$ cat src/rtl/alu_pipe.sv
// Two-stage pipelined ALU with valid/ready handshakes on both sides and a
// result accumulator that can stand in for operand a.
//   S1: operand register; the ALU result is computed from it combinationally.
//   S2: result/flag register that drives y, the flags and out_valid.
module alu_pipe #(
    parameter int unsigned WIDTH = 4
) (
    input  logic             clk,
    input  logic             rst,
    input  logic [WIDTH-1:0] a,
    input  logic [WIDTH-1:0] b,
    input  logic [2:0]       sel,
    input  logic             acc_sel,
    input  logic             acc_clr,
    input  logic             in_valid,
    output logic             in_ready,
    output logic [WIDTH-1:0] y,
    output logic             carry,
    output logic             zero,
    output logic             neg,
    output logic             ovf,
    output logic             out_valid,
    input  logic             out_ready
);

    localparam int unsigned MSB = WIDTH - 1;

    typedef enum logic [2:0] {
        OP_ADD = 3'b000,
        OP_SUB = 3'b001,
        OP_AND = 3'b010,
        OP_OR  = 3'b011,
        OP_XOR = 3'b100,
        OP_NOT = 3'b101,
        OP_SHL = 3'b110,
        OP_SHR = 3'b111
    } op_e;

    // S1 operand stage
    logic             s1_full_q;
    logic             s1_full_d;
    logic [WIDTH-1:0] s1_a_q;
    logic [WIDTH-1:0] s1_b_q;
    op_e              s1_op_q;
    logic             s1_acc_sel_q;

    // S2 result stage
    logic             s2_full_q;
    logic             s2_full_d;
    logic [WIDTH-1:0] y_q;
    logic             carry_q;
    logic             zero_q;
    logic             neg_q;
    logic             ovf_q;

    // Accumulator
    logic [WIDTH-1:0] acc_q;
    logic [WIDTH-1:0] acc_d;

    // Handshake / pipeline control
    logic             s1_adv_c;
    logic             in_ready_c;
    logic             in_fire_c;

    // ALU datapath
    logic [WIDTH-1:0] op_a_c;
    logic [WIDTH-1:0] op_b_c;
    logic [WIDTH:0]   sum_ext_c;
    logic [WIDTH:0]   dif_ext_c;
    logic [WIDTH-1:0] res_c;
    logic             carry_c;
    logic             ovf_c;
    logic             zero_c;
    logic             neg_c;

    // ALU: operand a is swapped for the accumulator when the op asked for it
    always_comb begin
        op_a_c    = s1_acc_sel_q ? acc_q : s1_a_q;
        op_b_c    = s1_b_q;
        sum_ext_c = {1'b0, op_a_c} + {1'b0, op_b_c};
        dif_ext_c = {1'b0, op_a_c} - {1'b0, op_b_c};
        res_c     = '0;
        carry_c   = 1'b0;
        ovf_c     = 1'b0;
        case (s1_op_q)
            OP_ADD: begin
                res_c   = sum_ext_c[MSB:0];
                carry_c = sum_ext_c[WIDTH];
            end
            OP_SUB: begin
                res_c   = dif_ext_c[MSB:0];
                // Wrap into the extra bit means a < b unsigned: the borrow.
                carry_c = dif_ext_c[WIDTH];
            end
            OP_AND: res_c = op_a_c & op_b_c;
            OP_OR:  res_c = op_a_c | op_b_c;
            OP_XOR: res_c = op_a_c ^ op_b_c;
            OP_NOT: res_c = ~op_a_c;
            OP_SHL: begin
                res_c   = {op_a_c[MSB-1:0], 1'b0};
                carry_c = op_a_c[MSB];
            end
            OP_SHR: begin
                res_c   = {1'b0, op_a_c[MSB:1]};
                carry_c = op_a_c[0];
            end
            default: begin
                res_c   = '0;
                carry_c = 1'b0;
            end
        endcase
        // Signed overflow: add of like signs, or sub of unlike signs, that flips sign.
        if (s1_op_q == OP_ADD) begin
            ovf_c = (op_a_c[MSB] == op_b_c[MSB]) && (res_c[MSB] != op_a_c[MSB]);
        end else if (s1_op_q == OP_SUB) begin
            ovf_c = (op_a_c[MSB] != op_b_c[MSB]) && (res_c[MSB] != op_a_c[MSB]);
        end
        zero_c = (res_c == '0);
        neg_c  = res_c[MSB];
    end

    // Pipeline control and next-state for occupancy and accumulator
    always_comb begin
        s1_adv_c   = s1_full_q && (!s2_full_q || out_ready);
        in_ready_c = !rst && (!s1_full_q || s1_adv_c);
        in_fire_c  = in_valid && in_ready_c;

        s1_full_d = s1_full_q;
        if (in_fire_c) begin
            s1_full_d = 1'b1;
        end else if (s1_adv_c) begin
            s1_full_d = 1'b0;
        end

        s2_full_d = s2_full_q;
        if (s1_adv_c) begin
            s2_full_d = 1'b1;
        end else if (out_ready) begin
            s2_full_d = 1'b0;
        end

        // Clear wins over the advance update; the advancing result still reaches S2.
        acc_d = acc_q;
        if (acc_clr) begin
            acc_d = '0;
        end else if (s1_adv_c) begin
            acc_d = res_c;
        end
    end

    // S1 register: capture operands on an accepted transfer
    always_ff @(posedge clk or posedge rst) begin
        if (rst) begin
            s1_full_q    <= 1'b0;
            s1_a_q       <= '0;
            s1_b_q       <= '0;
            s1_op_q      <= OP_ADD;
            s1_acc_sel_q <= 1'b0;
        end else begin
            s1_full_q <= s1_full_d;
            if (in_fire_c) begin
                s1_a_q       <= a;
                s1_b_q       <= b;
                s1_op_q      <= op_e'(sel);
                s1_acc_sel_q <= acc_sel;
            end
        end
    end

    // S2 register: load result and flags on advance, hold otherwise
    always_ff @(posedge clk or posedge rst) begin
        if (rst) begin
            s2_full_q <= 1'b0;
            y_q       <= '0;
            carry_q   <= 1'b0;
            zero_q    <= 1'b0;
            neg_q     <= 1'b0;
            ovf_q     <= 1'b0;
        end else begin
            s2_full_q <= s2_full_d;
            if (s1_adv_c) begin
                y_q     <= res_c;
                carry_q <= carry_c;
                zero_q  <= zero_c;
                neg_q   <= neg_c;
                ovf_q   <= ovf_c;
            end
        end
    end

    // Accumulator register
    always_ff @(posedge clk or posedge rst) begin
        if (rst) begin
            acc_q <= '0;
        end else begin
            acc_q <= acc_d;
        end
    end

    assign in_ready  = in_ready_c;
    assign y         = y_q;
    assign carry     = carry_q;
    assign zero      = zero_q;
    assign neg       = neg_q;
    assign ovf       = ovf_q;
    assign out_valid = s2_full_q;

endmodule

$ cat config.mk
export PLATFORM = sky130hd
export DESIGN_NAME = alu_pipe
export DESIGN_NICKNAME = d
export VERILOG_FILES = /design/src/rtl/alu_pipe.sv
export SDC_FILE = /design/constraint.sdc
export NUM_CORES = 1
export LEC_CHECK = 0
export BUFFER_PORTS_ARGS = -buffer_cell sky130_fd_sc_hd__buf_2
export CAP_MARGIN = 5
export CORE_ASPECT_RATIO = 0.9
export CORE_MARGIN = 2
export CORE_UTILIZATION = 48
export DETAILED_ROUTE_END_ITERATION = 6
export PLACE_DENSITY = 0.72
export SKIP_CTS_REPAIR_TIMING = 1
export SYNTH_ARGS = -nofsm -noshare
export SYNTH_HDL_FRONTEND = slang
export SYNTH_SLANG_ARGS = --single-unit
$ cat constraint.sdc
create_clock -name clk -period 2.7 [get_ports clk]
set_clock_uncertainty 0.05 [all_clocks]
set_input_delay 0.54 -clock clk [delete_from_list [all_inputs] [get_ports clk]]
set_output_delay 0.54 -clock clk [all_outputs]
set_load 0.02 [all_outputs]
======== Word level (Yosys, flattened, before mapping) ========
Index checks and enable logic that the tools add are counted.
word-level totals
  bits in registers ....................... 26
  latch bits .............................. 0
  memory bits (writable) .................. 0
  bits in read-only memories .............. 0
  input bits .............................. 17
  logic and storage cells ................. 54
  memories ................................ 0
operators by class
  add/subtract/negate cells ............... 2
  multiply operators ...................... 0
  div/mod/pow operators ................... 0
  magnitude comparators ................... 0
  eq/ne operators ......................... 10
  shifts and indexed selects .............. 0
  multiplexer cells ....................... 11
  bitwise logic cells ..................... 4
  reductions and logical operators ........ 15
operators with widths
  cell                                                                    number
  4-bit one-hot mux with 8 select lines                                   1
  3-bit equality test (second input constant)                             4
  4-bit 2-to-1 mux                                                        3
  3-bit by 2-bit equality test with 1-bit output (second input constant)  2
  1-bit 2-to-1 mux                                                        6
  2-bit nonzero test                                                      3
  4-bit by 4-bit adder with 5-bit output                                  1
  1-bit logical AND                                                       5
  4-bit by 4-bit subtractor with 5-bit output                             1
  4-bit AND                                                               1
  4-bit logical NOT                                                       1
  4-bit inverter                                                          1
  4-bit bitwise OR                                                        1
  1-bit one-hot mux with 4 select lines                                   1
  4-bit bitwise XOR                                                       1
  3-bit by 1-bit equality test with 1-bit output (second input constant)  1
  1-bit logical NOT                                                       3
  3-bit logical NOT                                                       1
  1-bit logical OR                                                        2
  1-bit != test                                                           2
  1-bit equality test                                                     1

======== Logic depth before layout (Yosys ltp) ========
Gate-level depths: netlist (run 1).
  depth after elaboration ................. 7
  mapped depth ............................ 12
  gate-level depth less buffers ........... 11

======== Worst setup path after synthesis (run 1) ========
OpenSTA, ideal clock, no wires.
  path kind ............................... reg2reg
  start ................................... register s1_acc_sel_q
  end ..................................... register ovf_q, in the netlist ovf
  setup time .............................. 104 ps
  arrival time ............................ 2417 ps
  setup slack ............................. 129 ps
  stages on the path, launching flop included .. 10
  path buffers ............................ 1
  clock period less this slack ............ 2571 ps
  path through ............................ dfrtp_1 > buf_6 > mux2i_1 > ha_1 > or3_1 > a311o_1 > o311ai_2 > a21oi_2 > xnor2_1 > o41ai_2
between the ends
  longest elaborated chain between the ends .. 7
  elaborated cells on any way between the ends .. 15
  those cells by class .................... 2 x add/sub; 3 x eq/ne; 4 x mux; 4 x bitwise; 2 x reduce/logical
ends and longest elaborated chain
  what                                                                 RTL line  source
  start, declared                                                      45        logic s1_acc_sel_q;
  start signal, assigned                                               165       s1_acc_sel_q <= acc_sel;
  4-bit 2-to-1 mux *                                                   78        op_a_c = s1_acc_sel_q ? acc_q : s1_a_q;
  4-bit by 4-bit subtractor with 5-bit output (tied with other cells)  81        dif_ext_c = {1'b0, op_a_c} - {1'b0, op_b_c};
  4-bit one-hot mux with 8 select lines                                85        case (s1_op_q)
  1-bit != test                                                        114, 116
  1-bit logical AND                                                    116       ovf_c = (op_a_c[MSB] != op_b_c[MSB]) && (res_c[MSB] != op_a_c[MSB]);
  1-bit 2-to-1 mux                                                     115       end else if (s1_op_q == OP_SUB) begin
  1-bit 2-to-1 mux *                                                   113       if (s1_op_q == OP_ADD) begin
  end signal, assigned                                                 186       ovf_q <= ovf_c;
  end, declared                                                        54        logic ovf_q;
Every way passes the cells marked *; elsewhere a longest branch is shown, timed or not.
A chain may end at the register's enable or synchronous reset.

======== Final worst setup path (run 1) ========
  start ................................... register s1_acc_sel_q
  end ..................................... register zero_q, in the netlist zero
between the ends
  longest elaborated chain between the ends .. 4
  elaborated cells on any way between the ends .. 9
  those cells by class .................... 2 x add/sub; 2 x mux; 4 x bitwise; 1 x reduce/logical
ends and longest elaborated chain
  what                                                                 RTL line  source
  4-bit 2-to-1 mux *                                                   78
  4-bit by 4-bit subtractor with 5-bit output (tied with other cells)  81
  4-bit one-hot mux with 8 select lines *                              85
  4-bit logical NOT *                                                  118       zero_c = (res_c == '0);
  end signal, assigned                                                 184       zero_q <= zero_c;
  end, declared                                                        52        logic zero_q;
Marks and branches as above.

==> run_results.csv, run 1 <==
group,metric,value,unit
power,power_frac_clock,15.6,%
synthesis,yosysTopAreaCellShare,36.2,%
synthesis,syn_nets,212,
clocking,insertion_delay,0.27,ns
route,ant_nets,0,
synthesis,synth_cells,180,
global_route,grt_pass1_wl,6040,um
critical_path,worst_ep_required_time,2.82,ns
synthesis,seq_area_frac_synth,36.2,%
critical_path,path_depth,9,
global_route,grt_pass1_vias,1336,
synthesis,synth_edf_count,0,
timing,fin_setup_tns,0,ns
finish,num_antenna_cells,0,
timing,layout_worst_path_cycle_share,96.5,%
route,avgViaCountPerCell,5.57,
power,irDropWorstVdd,0.000459,V
critical_path,cp-start-kind,"flip-flop",
timing,worst_pin_slew,0.936,ns
critical_path,crit_family,"adder cells",
place,io_buffers,26,
route,first_pass_iters,4,
timing,fin_crit,2.61,ns
synthesis,synth_area,1730,um^2
synthesis,synth_ff_type,"dfrtp_1",
power,p_leak,0.000955,uW
global_route,grt_start_max_net_pins,26,
die,die_y,61.0,um
die,placementRows,20,
clocking,cts_buffers,3,
global_route,antenna_found_initial,0,
finish,area_growth,13.7,%
timing,max_clock_freq,0.384,GHz
synthesis,yosysTopAreaCell,"dfrtp_1",
finish,fillers,302,
critical_path,slowest_delay,0.49,ns
die,die_x,67.3,um
die,ios,27,
critical_path,crit_chain,"mux2i_1 > buf_4 > ha_1 > fa_1 > xnor2_1 > mux4_2 > a21oi_2 > nor3_1 > a22o_1",
critical_path,worstRegToRegCells,9,
clocking,clock_sink_count,25,
clocking,htree_levels,1,
finish,post-route-util,57.8,%
critical_path,timing.critical_path.buf_inv,1,
power,intPower,863,uW
finish,final_cells,251,
worst_hold_path,hp-class,"in -> async",
critical_path,critPathCaptureType,"flip-flop",
synthesis,ys_top_cells_by_count,"25 x dfrtp_1, 21 x nand2_1, 15 x inv_1",
power,power_frac_seq,37.1,%
global_route,grt_use_total,19.7,%
place,post-place-cells,246,
synthesis,yosys_warnings,0,
place,gp_congestion,0.925,
timing,setup_viol,0,
synthesis,synth_area_leaders,"dfrtp_1 36%, ha_1 9.4%, mux2_2 7.8%",
critical_path,path_max_fanout,4,
die,floorplan.core_area,3400,um^2
critical_path,crit_type,"reg -> reg",
power,switching_power,602,uW
timing,max_slew_margin,37.5,%
power,switching_share,41.1,%
clocking,clk_pin_slew,0.09,ns
synthesis,async_flop_share,100,%
route,drtIter0Drc,109,
flow_run,max-cap-violations,0,
route,wl_per_cell,14.9,um
clocking,cts_tree,"done",
power,combPwrFrac,47.3,%
route,via_count,1399,
synthesis,syn-mean-instance-area,9.61,um^2
place,post-dp-hpwl,2930,um
critical_path,arrival,2.72,ns
run_status,status,"finished, final reports clean",
synthesis,ys_types,47,
critical_path,cp_slowest_cell,"mux4_2",
die,dieArea,4100,um^2
finish,final_nets,240,
synthesis,synth.most_common_cell,"dfrtp_1",
route,drc,0,
die,start_util,50.8,%
finish,layout-drive-gt1-share,30.0,%
route,wl,3750,um
timing,rsz0062_at_grt,"true",
clocking,clockRootBuffer,"clkbuf_8",
synthesis,ys_ff_latch,25,
timing,slew_violations,0,
power,p_per_area,745,nW/um^2
clocking,cts_buffer_depth,2,
timing,hold_viol_final,0,
global_route,overflow,0,
cell usage in the layout, fill, tap and decap left out, drive strengths merged, types with 6 or more instances in the layout:
master   n
o21ai    8
buf     35
a21oi   13
inv     16
ha      13
nand2   21
nand2b   6
nor2     7
dfrtp   25
mux2    12
power by group through the flow:
stage	clock network (uW)	registers, uW	logic [uW]
floorplan	0	557	488
global placement	0	549	665
detailed placement	0	554	677
CTS	234	545	683
global route	250	557	759
finish	229	544	692
through the flow:
| step | setup slack, ns | total power, uW | hold WS, ns | instance area (um^2) |
|---|---|---|---|---|
| after global placement | 0.00125 | 1210 | 0.407 | 1910 |
| after floorplan | 0.129 | 1050 | 0.429 | 1730 |
| after CTS | -0.0143 | 1460 | 0.423 | 1950 |
| after detailed placement | 0.0134 | 1230 | 0.409 | 1910 |
| after global routing | -0.0209 | 1570 | 0.429 | 1970 |
| final | 0.0937 | 1460 | 0.427 | 1970 |
cells by family after synthesis:
| family | Yosys count | share of synthesized area, % |
|---|---|---|
| fa+ha+maj | 15 | 11.7 |
| buf+inv | 28 | 7.52 |
| simple gates | 55 | 15.7 |
| flops | 25 | 36.2 |
| compound gates | 36 | 14.5 |
| xor+xnor | 3 | 1.52 |
| mux | 18 | 12.9 |
path summary, 6_finish.rpt:
check                                                 to                startpoint  slack (ns)
worst min register to register           ovf$_DFFE_PP0P_           ovf$_DFFE_PP0P_        0.43
max in group asynchronous       s1_acc_sel_q$_DFFE_PP0P_                       rst        1.55
worst max-delay path                    zero$_DFFE_PP0P_  s1_acc_sel_q$_DFFE_PP0P_        0.09
worst min-delay path                    y[3]$_DFFE_PP0P_                       rst        0.43
min in group clk                         ovf$_DFFE_PP0P_           ovf$_DFFE_PP0P_        0.43
worst max register to register          zero$_DFFE_PP0P_  s1_acc_sel_q$_DFFE_PP0P_        0.09
metal layers:
metal,GRT usage (%),wire length [um],vias up
li1,-,-,672
met1,26.0,1730,671
met2,32.2,1770,48
met3,5.19,206,8
met4,4.96,42,0
met5,0,0,-
sequential cells by signal, indices dropped and copies added (netlist names):
register and flops:
s1_op_q 3, s1_acc_sel_q 1, op_b_c 4, ovf 1
acc_q 4, carry 1, s1_full_q 1, out_valid 1
s1_a_q 4, y 4, zero 1
worst reg2reg max path, stage by stage, from the launching register on:
cell	delay, ns
dfrtp_2	0.43
mux2i_1	0.14
buf_4	0.16
ha_1	0.22
fa_1	0.42
xnor2_1	0.15
mux4_2	0.49
a21oi_2	0.18
nor3_1	0.08
a22o_1	0.20
cell type report:
class	instances	area (um^2)	share of cell area (%)
clock inverter	1	7.51	0.382
timing repair buffer	35	198	10.1
sequential	25	627	31.9
inverter	16	60.1	3.05
clock buffer	3	41.3	2.10
multi-input combinational	127	978	49.7
tap	44	55.1	2.80
(Power assumes the default switching activity.)
==> inputs of run 2 (changes only) <==
--- a/config.mk
+++ b/config.mk
@@ -11,7 +11,7 @@
 export CORE_MARGIN = 2
 export CORE_UTILIZATION = 48
 export DETAILED_ROUTE_END_ITERATION = 6
-export PLACE_DENSITY = 0.72
+export PLACE_DENSITY = 0.69
 export SKIP_CTS_REPAIR_TIMING = 1
 export SYNTH_ARGS = -nofsm -noshare
 export SYNTH_HDL_FRONTEND = slang
==> constraint.sdc (replaced) <==
create_clock -name clk -period 2.6 [get_ports clk]
set_clock_uncertainty 0.05 [all_clocks]
set_input_delay 0.52 -clock clk [delete_from_list [all_inputs] [get_ports clk]]
set_output_delay 0.52 -clock clk [all_outputs]
set_load 0.02 [all_outputs]
==> run 2 against run 1 <==
  * Hold slack lost 0.028 ns
  * Die area stayed put
  * Fmax rose by 3.8%
  * Setup slack got worse by 0.0039 ns
  * Combinational power up 9.2%
  * Clock power hardly changed
  * First-iteration DRC count increased by 11%
  * Sequential power up 2%
  * Design area is 1.1% higher
  * Highest routed layer is now met3
==> run_results.csv, run 2 (same netlist as run 1, synthesis figures left out) <==
group,metric,value,unit
clocking,cts_tree,"done",
clocking,cts_buffer_depth,2,
timing,hold_viol_final,0,
power,power_frac_clock,14.9,%
finish,fillers,320,
critical_path,cp_slowest_cell,"mux4_2",
finish,layout-drive-gt1-share,30.9,%
global_route,grt_start_max_net_pins,26,
die,start_util,50.8,%
global_route,antenna_found_initial,0,
clocking,insertion_delay,0.27,ns
global_route,grt_pass1_vias,1395,
die,placementRows,20,
place,dp_slack,0.0117,ns
route,wl_per_cell,15.6,um
timing,fin_crit,2.51,ns
critical_path,worstRegToRegCells,9,
clocking,clockRootBuffer,"clkbuf_8",
route,avgViaCountPerCell,5.57,
finish,post-route-util,58.4,%
die,dieArea,4100,um^2
die,die_y,61.0,um
die,die_x,67.3,um
worst_hold_path,hp-class,"in -> async",
finish,final_common_cell,"buf_2",
timing,max_clock_freq,0.398,GHz
clocking,cts_buffers,3,
critical_path,r2r-end,"zero$_DFFE_PP0P_",
critical_path,arrival,2.62,ns
power,combPwrFrac,49.0,%
route,via_count,1397,
power,switching_share,40.9,%
place,placed_cell_area,1910,um^2
route,ant_nets,0,
power,intPower,912,uW
critical_path,r2r_start,"s1_acc_sel_q$_DFFE_PP0P_",
timing,rsz0062_at_grt,"true",
power,switching_power,631,uW
route,wl,3920,um
run_status,status,"finished, final reports clean",
critical_path,crit_chain,"mux2i_1 > buf_4 > ha_2 > fa_2 > xnor2_1 > mux4_2 > a21oi_4 > nor3_2 > a22o_1",
power,power_frac_seq,36.1,%
route,drc,0,
timing,max_slew_margin,38.2,%
timing,setup_viol,0,
timing,fin_setup_tns,0,ns
power,p_leak,0.000960,uW
critical_path,critPathCaptureType,"flip-flop",
timing,worst_slack,0.0898,ns
power,irDropWorstVdd,0.000339,V
timing,finalHoldWorstSlack,0.399,ns
route,first_pass_iters,4,
global_route,grt_pass1_wl,6390,um
global_route,grt_use_total,21.0,%
finish,area_growth,14.9,%
place,io_buffers,26,
timing,slew_violations,0,
route,drtIter0Drc,121,
clocking,clock_sink_count,25,
finish,final_cell_mix,"26 x buf_2, 25 x dfrtp_1, 21 x nand2_1",
timing,worst_pin_slew,0.926,ns
critical_path,reg2reg_slack,0.09,ns
critical_path,path_max_fanout,4,
power,p_per_area,776,nW/um^2
critical_path,cp-start-kind,"flip-flop",
place,gp_congestion,0.930,
clocking,htree_levels,1,
critical_path,slowest_delay,0.48,ns
global_route,overflow,0,
finish,num_antenna_cells,0,
die,ios,27,
timing,layout_worst_path_cycle_share,96.5,%
finish,final_area,1990,um^2
flow_run,max-cap-violations,0,
critical_path,worst_ep_required_time,2.71,ns
critical_path,startpoint,"s1_acc_sel_q$_DFFE_PP0P_",
critical_path,crit_type,"reg -> reg",
place,post-dp-hpwl,3050,um
die,floorplan.core_area,3400,um^2
clocking,clk_pin_slew,0.09,ns
finish,final_nets,240,
run 2: how the worst max path moves through the flow:
stage                                  end  slack, ns  cells after the start
after global routing      zero$_DFFE_PP0P_      -0.01                     11
after CTS                 zero$_DFFE_PP0P_      -0.02                     12
final                     zero$_DFFE_PP0P_       0.09                      9
after detailed placement  zero$_DFFE_PP0P_       0.01                      9
after global placement    zero$_DFFE_PP0P_       0.04                      9
after floorplan            ovf$_DFFE_PP0P_       0.03                      9
run 2: cell type report:
type	count	area [um^2]	share of cell area (%)
inverter	16	60.1	3.02
clock buffer	4	45.0	2.27
multi-input combinational	127	1000	50.3
timing repair buffer	35	201	10.1
sequential	25	626	31.5
tap	44	55.1	2.77
run 2: critical path: cells and delay by family (launching register included):
family / cells / cell delay, ns
compound gates: 2 / 0.38
mux: 2 / 0.62
flops: 1 / 0.41
xor+xnor: 1 / 0.13
fa+ha+maj: 2 / 0.57
buf+inv: 1 / 0.16
simple gates: 1 / 0.07
run 2: power groups by stage:
stage                     combinational [uW]  clock, uW  sequential [uW]
after global placement                   699          0              556
final                                    756        230              557
after floorplan                          507          0              579
after CTS                                727        237              556
after detailed placement                 725          0              564
after global routing                     831        257              570
run 2: layer usage:
layer | wire (um) | vias to the layer above | track usage, %
li1 | - | 667 | -
met5 | 0 | - | 0
met2 | 1960 | 53 | 36.6
met3 | 258 | 0 | 4.82
met4 | 0 | 0 | 3.50
met1 | 1700 | 677 | 27.2
run 2: stage by stage:
stage,cells,power [uW]
6_report,251,1540
5_1_grt,251,1660
4_1_cts,251,1520
3_5_place_dp,247,1290
3_3_place_gp,247,1250
2_1_floorplan,180,1090
==> inputs of run 3 (changes only) <==
--- a/config.mk
+++ b/config.mk
@@ -7,7 +7,6 @@
 export LEC_CHECK = 0
 export BUFFER_PORTS_ARGS = -buffer_cell sky130_fd_sc_hd__buf_2
 export CAP_MARGIN = 5
-export CORE_ASPECT_RATIO = 0.9
 export CORE_MARGIN = 2
 export CORE_UTILIZATION = 48
 export DETAILED_ROUTE_END_ITERATION = 6
==> run 3 against run 2 <==
  * Clock power shrank 24%
  * Sequential share of layout area shrank 0.64 points
  * Utilization up 1.5 points
  * Critical endpoint unchanged
  * Setup slack lost 0.033 ns
  * Largest cell class unchanged
  * First-iteration DRC count is 12% lower
  * Critical path type unchanged
  * Flip-flop and latch count is the same
==> run_results.csv, run 3 (same netlist as run 1, synthesis figures left out) <==
group,metric,value,unit
critical_path,reg2reg_slack,0.06,ns
timing,finalHoldWorstSlack,0.338,ns
clocking,clock_sink_count,25,
timing,rsz0062_at_grt,"true",
critical_path,worst_ep_required_time,2.77,ns
timing,setup_viol,0,
timing,worst_pin_slew,0.951,ns
die,start_util,51.1,%
timing,max_clock_freq,0.393,GHz
global_route,overflow,0,
die,floorplan.core_area,3390,um^2
place,post-dp-hpwl,2930,um
finish,multiInputGateArea,1030,um^2
critical_path,path_max_fanout,4,
critical_path,cp-start-kind,"flip-flop",
critical_path,crit_family,"multiplexers",
die,placementRows,21,
critical_path,timing.critical_path.buf_inv,1,
global_route,grt_use_total,20.0,%
route,wl_per_cell,15.1,um
clocking,clockRootBuffer,"clkbuf_4",
timing,max_slew_margin,36.6,%
critical_path,cp-endpoint,"zero$_DFFE_PP0P_",
place,io_buffers,26,
finish,fillers,290,
critical_path,crit_type,"reg -> reg",
run_status,status,"finished, final reports clean",
critical_path,path_depth,9,
critical_path,slowest_delay,0.50,ns
finish,num_antenna_cells,0,
power,p_per_area,753,nW/um^2
critical_path,r2r_start,"s1_acc_sel_q$_DFFE_PP0P_",
route,first_pass_iters,4,
route,drc,0,
die,die_y,64.0,um
route,drtIter0Drc,107,
critical_path,r2r-end,"zero$_DFFE_PP0P_",
route,wl,3880,um
critical_path,critPathCaptureType,"flip-flop",
clocking,clk_pin_slew,0.14,ns
finish,final_common_cell,"buf_2",
finish,final_cell_mix,"26 x buf_2, 25 x dfrtp_1, 21 x nand2_1",
worst_hold_path,hp-class,"in -> reg",
global_route,grt_pass1_vias,1342,
route,avgViaCountPerCell,5.40,
finish,final_nets,244,
global_route,antenna_found_initial,0,
die,die_x,64.0,um
critical_path,cp_slowest_cell,"mux4_2",
finish,regArea,626,um^2
finish,layout-drive-gt1-share,34.1,%
global_route,grt_start_max_net_pins,26,
place,gp_congestion,0.936,
clocking,cts_buffer_depth,2,
power,irDropWorstVdd,0.000447,V
place,post-place-cells,250,
critical_path,worstRegToRegCells,9,
timing,slew_violations,0,
clocking,htree_levels,1,
clocking,cts_tree,"done",
timing,layout_worst_path_cycle_share,97.8,%
die,dieArea,4100,um^2
die,ios,27,
clocking,insertion_delay,0.31,ns
timing,hold_viol_final,0,
power,p_leak,0.000968,uW
global_route,grt_pass1_wl,6360,um
route,via_count,1389,
finish,final_cells,257,
route,ant_nets,0,
finish,area_growth,17.3,%
timing,fin_crit,2.54,ns
critical_path,arrival,2.71,ns
clocking,cts_buffers,3,
critical_path,startpoint,"s1_acc_sel_q$_DFFE_PP0P_",
flow_run,max-cap-violations,0,
critical_path,crit_chain,"mux2i_1 > buf_4 > ha_1 > fa_2 > xnor2_1 > mux4_2 > a21oi_4 > nor3_2 > a22o_1",
[run 3: cell count changes in the layout (fill, tap and decap cells not counted)]
cell      previous run  this run
buf_4                8        12
clkbuf_4             0         3
clkbuf_8             3         0
ha_1                12         9
ha_2                 1         2
ha_4                 0         2
inv_1               15        14
inv_2                1         2
[run 3: how the worst min path moves through the flow]
stage                           from                    end  slack [ns]  cells past startpoint
3_5_place_dp        y[2]$_DFFE_PP0P_       y[2]$_DFFE_PP0P_        0.41                      2
5_1_grt                      acc_clr   acc_q[3]$_DFFE_PP0P_        0.31                      2
3_3_place_gp        y[2]$_DFFE_PP0P_       y[2]$_DFFE_PP0P_        0.41                      2
4_1_cts                      acc_clr   acc_q[3]$_DFFE_PP0P_        0.33                      2
6_report                     acc_clr   acc_q[3]$_DFFE_PP0P_        0.34                      2
2_1_floorplan  s1_a_q[0]$_DFFE_PP0P_  s1_a_q[0]$_DFFE_PP0P_        0.43                      1
[run 3: final cells by class]
type	instances	area share, %
well taps	46	2.84
clock buffers	4	1.29
flip-flops and latches	25	30.8
repair buffers	39	11.4
multi-input cells	127	50.7
inverters	16	2.96
[run 3: worst register-to-register path, stage by stage, from the launching register on]
cell	delay [ns]
dfrtp_1	0.43
mux2i_1	0.15
buf_4	0.16
ha_1	0.21
fa_2	0.36
xnor2_1	0.14
mux4_2	0.50
a21oi_4	0.20
nor3_2	0.07
a22o_1	0.19
[run 3: metrics by stage]
step	TNS [ns]	total power, uW	worst slack [ns]	util [%]	instance area [um^2]
after floorplan	0	1090	0.0291	-	1730
after global placement	0	1260	0.0553	56.7	1920
after detailed placement	0	1290	0.0576	56.7	1920
after CTS	0	1470	0.0236	57.5	1950
after global routing	-0.0485	1640	-0.0235	59.9	2030
final	0	1530	0.0563	59.9	2030
[run 3: routing by layer]
metal	wire length [um]	part of all wire, %	up-vias	track usage, %
li1	-	-	678	-
met1	1680	43	667	27.2
met2	1930	50	31	31.4
met3	135	3.5	13	2.11
met4	123	3.2	0	10.3
met5	0	0	-	0
[run 3: power by group]
| group | switching [uW] | internal, uW |
|---|---|---|
| logic | 441 | 359 |
| registers | 83.7 | 471 |
| clock network | 115 | 59.9 |
